<file path="config.mk">
export PLATFORM = sky130hd
export DESIGN_NAME = cv_hb_mon
export DESIGN_NICKNAME = d
export VERILOG_FILES = /design/src/rtl/cv_hb_mon.sv
export SDC_FILE = /design/constraint.sdc
export NUM_CORES = 1
export LEC_CHECK = 0
export ABC_CLOCK_PERIOD_IN_PS = 7100
export BUFFER_PORTS_ARGS = -buffer_cell sky130_fd_sc_hd__buf_4
export CORE_ASPECT_RATIO = 0.8
export CORE_MARGIN = 1.5
export CORE_UTILIZATION = 43
export DETAILED_ROUTE_END_ITERATION = 10
export RECOVER_POWER = 25
export SYNTH_ARGS = -nofsm -noshare
export SYNTH_HDL_FRONTEND = slang
export SYNTH_SLANG_ARGS = --single-unit
export TNS_END_PERCENT = 30
</file>
<file path="constraint.sdc">
create_clock -name clk -period 7.1 [get_ports clk]
set_clock_uncertainty 0.15 [all_clocks]
set_input_delay 1.42 -clock clk [delete_from_list [all_inputs] [get_ports clk]]
set_output_delay 1.42 -clock clk [all_outputs]
set_load 0.1 [all_outputs]
</file>
<file path="src/rtl/cv_hb_mon.sv">
// Heartbeat monitor: synchronizes an asynchronous toggle and measures its half-periods.
// It reports alive/lost status and counts out-of-window or missing heartbeat edges.
module cv_hb_mon #(
    parameter int unsigned CLKFREQ  = 16000000,
    parameter int unsigned EXP_HALF = CLKFREQ / 2,
    parameter int unsigned TOL      = EXP_HALF / 16,
    parameter int unsigned LOCK_CNT = 4
) (
    input  logic        clk,
    input  logic        reset,
    input  logic        hbin,
    output logic        alive,
    output logic        lost,
    output logic        err_pulse,
    output logic [29:0] last_half,
    output logic [7:0]  err_count
);

    localparam logic [29:0] WinLo    = 30'(EXP_HALF - TOL);
    localparam logic [29:0] TMax     = 30'(EXP_HALF + TOL);
    localparam logic [3:0]  LockGoal = 4'(LOCK_CNT);

    typedef enum logic [1:0] {StIdle, StAcq, StLocked, StLost} state_e;

    state_e      state_q, state_d;
    logic        s1, s2, s3;
    logic [29:0] cnt_q;
    logic [29:0] meas;
    logic [3:0]  good_q, good_d;
    logic [3:0]  good_inc;
    logic        hb_edge, timeout, inwin, err_ev, upd_last;

    assign hb_edge  = s2 ^ s3;
    assign meas     = cnt_q + 30'd1;
    assign inwin    = (meas >= WinLo) && (meas <= TMax);
    // An edge landing on cnt==TMAX wins over the timeout and is judged as meas=TMAX+1.
    assign timeout  = (cnt_q == TMax) && !hb_edge;
    assign good_inc = good_q + 4'd1;

    always_comb begin
        state_d  = state_q;
        good_d   = good_q;
        err_ev   = 1'b0;
        upd_last = 1'b0;
        unique case (state_q)
            StIdle, StLost: begin
                // The interval ending at the first edge is meaningless and discarded.
                if (hb_edge) begin
                    state_d = StAcq;
                    good_d  = 4'd0;
                end else if (timeout) begin
                    state_d = StLost;
                end
            end
            StAcq: begin
                if (hb_edge) begin
                    upd_last = 1'b1;
                    if (inwin) begin
                        good_d = good_inc;
                        if (good_inc == LockGoal) state_d = StLocked;
                    end else begin
                        good_d = 4'd0;
                        err_ev = 1'b1;
                    end
                end else if (timeout) begin
                    state_d = StLost;
                    err_ev  = 1'b1;
                end
            end
            StLocked: begin
                if (hb_edge) begin
                    upd_last = 1'b1;
                    if (!inwin) begin
                        state_d = StAcq;
                        good_d  = 4'd0;
                        err_ev  = 1'b1;
                    end
                end else if (timeout) begin
                    state_d = StLost;
                    err_ev  = 1'b1;
                end
            end
            default: state_d = StIdle;
        endcase
    end

    always_ff @(posedge clk or posedge reset) begin
        if (reset) begin
            s1        <= 1'b0;
            s2        <= 1'b0;
            s3        <= 1'b0;
            cnt_q     <= '0;
            state_q   <= StIdle;
            good_q    <= '0;
            alive     <= 1'b0;
            lost      <= 1'b0;
            err_pulse <= 1'b0;
            last_half <= '0;
            err_count <= '0;
        end else begin
            s1 <= hbin;
            s2 <= s1;
            s3 <= s2;
            if (hb_edge) begin
                cnt_q <= '0;
            end else if (cnt_q != TMax) begin
                cnt_q <= cnt_q + 30'd1;
            end
            state_q   <= state_d;
            good_q    <= good_d;
            alive     <= (state_d == StLocked);
            lost      <= (state_d == StLost);
            err_pulse <= err_ev;
            if (upd_last) last_half <= meas;
            if (err_ev && (err_count != 8'hff)) err_count <= err_count + 8'd1;
        end
    end

endmodule

</file>
==> flow_summary.yaml <==
clocking:
  hold_buffers: 0
  cts_tree: "yes"
  post_cts_buffers: 0
  cts.sinks: 80
  ctsRootBufferMaster: "clkbuf_16"
  clk_pin_slew_ns: 0.06
  cts_buffers: 9
  cts-htree-levels: 3
  insertion_delay_ns: 0.33
  clk_path_buf_depth: 2
  ctsResizeCount: 0
outcome:
  status: "finished clean"
grt:
  grt_max_degree: 81
  antenna_found_initial: 0
  grt_pass1_wl_um: 16000
  grt.total_usage_pct: 19.6
  gr-total-overflow: 0
  grt_pass1_vias: 3179
timing:
  setup_violations: 0
  slew_headroom_pct: 30.3
  slew_viol_final: 0
  hold_viol: 0
  max_freq_mhz: 257
  worst_slew_pin_slew_ns: 1.05
  fin_crit_sh_pct: 54.8
  fin_crit_ns: 3.89
  setup_tns_ns: 0
  rsz0062_at_grt: "false"
place:
  placed_cell_area_um2: 4660
  dp_hpwl_um: 6600
  gp_congestion: 0.898
  port_buffers: 43
yosys:
  syn_inst: 451
  syn_area_um2: 4270
  synth.top_cell.area_share_pct: 46.9
  synth_fp_nets: 461
  avgSynthCellArea_um2: 9.46
  ys_warn_count: 0
  synth.distinct_cells: 65
  ys_seq_elements: 80
  ys_seq_area_share_pct: 46.9
  synth.largest_area_cell: "dfrtp_1"
  netlist_top_cells_area: "dfrtp_1 47%, xnor2_1 5.3%, nand2_1 5.3%"
  ys_async_sr_fraction_pct: 100
  synth_edf_count: 0
  ys.flop_type: "dfrtp_1"
cells_and_area:
  drive_gt1_share_pct: 15.4
  fill_cells: 904
  diodes: 0
  finish.instance_area_um2: 4940
  nNetsFinal: 493
  synthToLayoutAreaGrowth_pct: 15.9
setup_path:
  cp.arrival_ns: 3.95
  reg2reg_depth: 10
  path_max_fanout: 10
  worst-setup-path-type: "register to register"
  cp-end-kind: "register"
  cp.required_ns: 7.16
  cp-start-kind: "register"
die:
  core_area_um2: 9650
  die_w_um: 114
  die_area_um2: 10500
  initial_utilization_pct: 44.2
  die_height_um: 92.1
  rows: 32
  io-pin-count: 44
power:
  p_int_uw: 905
  switching_share_pct: 33.3
  p_clk_share_pct: 38.3
  leakage_nw: 2.17
  pwr-share-comb_pct: 23.5
  p_seq_share_pct: 38.2
  p_switching_uw: 453
  power_density_nw_per_um2: 275
  vdd_ir_drop_max_mv: 0.201
  total_power_mw: 1.36
route:
  wire_per_inst_um: 15.0
  first_pass_iters: 4
  vias: 3313
  first_iter_violations: 173
  antenna_left: 0
  routed_wl_um: 9320
  drc: 0
  vias_per_cell: 5.32
job:
  cap_violations: 0
hold_path:
  holdPathStages: 0
  hp-class: "register to register"
-- final timing paths --
kind / slack (ns) / endpoint / startpoint
max reg2reg: 3.21 / err_count[1]$_DFFE_PP0P_ / cnt_q[1]$_DFFE_PP0N_
min in group asynchronous: 1.25 / last_half[25]$_DFFE_PP0P_ / reset
max: 3.21 / err_count[1]$_DFFE_PP0P_ / cnt_q[1]$_DFFE_PP0N_
min reg2reg: 0.20 / s2$_DFF_PP0_ / s1$_DFF_PP0_
max in group asynchronous: 4.88 / cnt_q[27]$_DFFE_PP0N_ / reset
min: 0.20 / s2$_DFF_PP0_ / s1$_DFF_PP0_
-- through the flow --
stage | hold WS [ns] | worst slack [ns] | cells | util [%]
2_1_floorplan | 0.181 | 3.48 | 451 | -
3_3_place_gp | 0.184 | 3.45 | 608 | 48.2
3_5_place_dp | 0.187 | 3.32 | 608 | 48.2
4_1_cts | 0.200 | 3.30 | 623 | 51.7
5_1_grt | 0.221 | 2.85 | 623 | 51.2
6_report | 0.198 | 3.21 | 623 | 51.2
-- cells in the mapped netlist (all sizes together) (7+ instances only) --
library cell	number
dfrtp	80
nand2	61
nor2	48
o21ai	36
xnor2	26
nand3	19
inv	17
xor2	17
clkbuf	15
and3	13
nor4	11
a21oi	10
buf	10
nand4	9
ha	7
nor3	7
-- power by group through the flow --
stage / clock network [mW] / logic (mW) / registers (mW)
finish: 0.521 / 0.319 / 0.519
global route: 0.555 / 0.337 / 0.524
CTS: 0.536 / 0.322 / 0.519
detailed placement: 0 / 0.322 / 0.527
global placement: 0 / 0.320 / 0.526
floorplan: 0 / 0.0837 / 0.696
-- logic make-up (layout without fill, tap and decap cells) --
group	count (synthesis)	count (layout)	share of synthesized area, %
flops	80	80	46.9
fa+ha+maj	7	7	2.05
xor+xnor	43	43	8.83
simple gates	194	194	23.6
mux	5	5	1.29
compound gates	80	80	12.8
buf+inv	42	78	4.52
-- cells in the final DEF, fill, tap and decap left out, types with 6 or more instances in the layout --
cell | synthesis | final
xor2_1 | 17 | 17
o21ai_0 | 34 | 34
buf_4 | 6 | 43
nand4_1 | 8 | 9
ha_1 | 7 | 7
nand3_1 | 17 | 19
inv_1 | 17 | 16
and3_1 | 13 | 13
clkbuf_16 | 0 | 9
nor4_1 | 8 | 10
nor3_1 | 6 | 6
nand2_1 | 60 | 59
xnor2_1 | 26 | 26
dfrtp_1 | 80 | 80
nor2_1 | 48 | 48
a21oi_1 | 10 | 10
-- layout make-up --
class | instances | area (µm²) | area share, %
inverter | 17 | 65.1 | 1.32
clock inverter | 3 | 90.1 | 1.82
multi-input combinational | 329 | 2030 | 41.0
tap | 136 | 170 | 3.44
sequential | 80 | 2000 | 40.5
clock buffer | 12 | 246 | 4.99
timing repair buffer | 46 | 342 | 6.91
-- sequential cells by signal, indices dropped and copies added, names as in the netlist, 2 cells and up --
register and cells:
err_count 8, cnt_q 30, last_half 30, state_q 2, good_q 4
-- critical path, stage by stage, from the launching register on --
cell and delay (ns):
dfrtp_1 0.42, ha_1 0.36, nand4_1 0.35, nor4_2 0.53
nand3_1 0.16, xor2_1 0.26, nand2_1 0.08, nor4_1 0.50
o2111ai_2 0.38, nand2_1 0.23, mux2_1 0.34
-- metal layers --
metal	routed length (µm)	GRT usage, %
met5	0	0
met4	49	6.15
met3	440	4.63
met2	3970	27.6
met1	4860	29.6
Note: power is estimated with default switching activity, not from simulation.
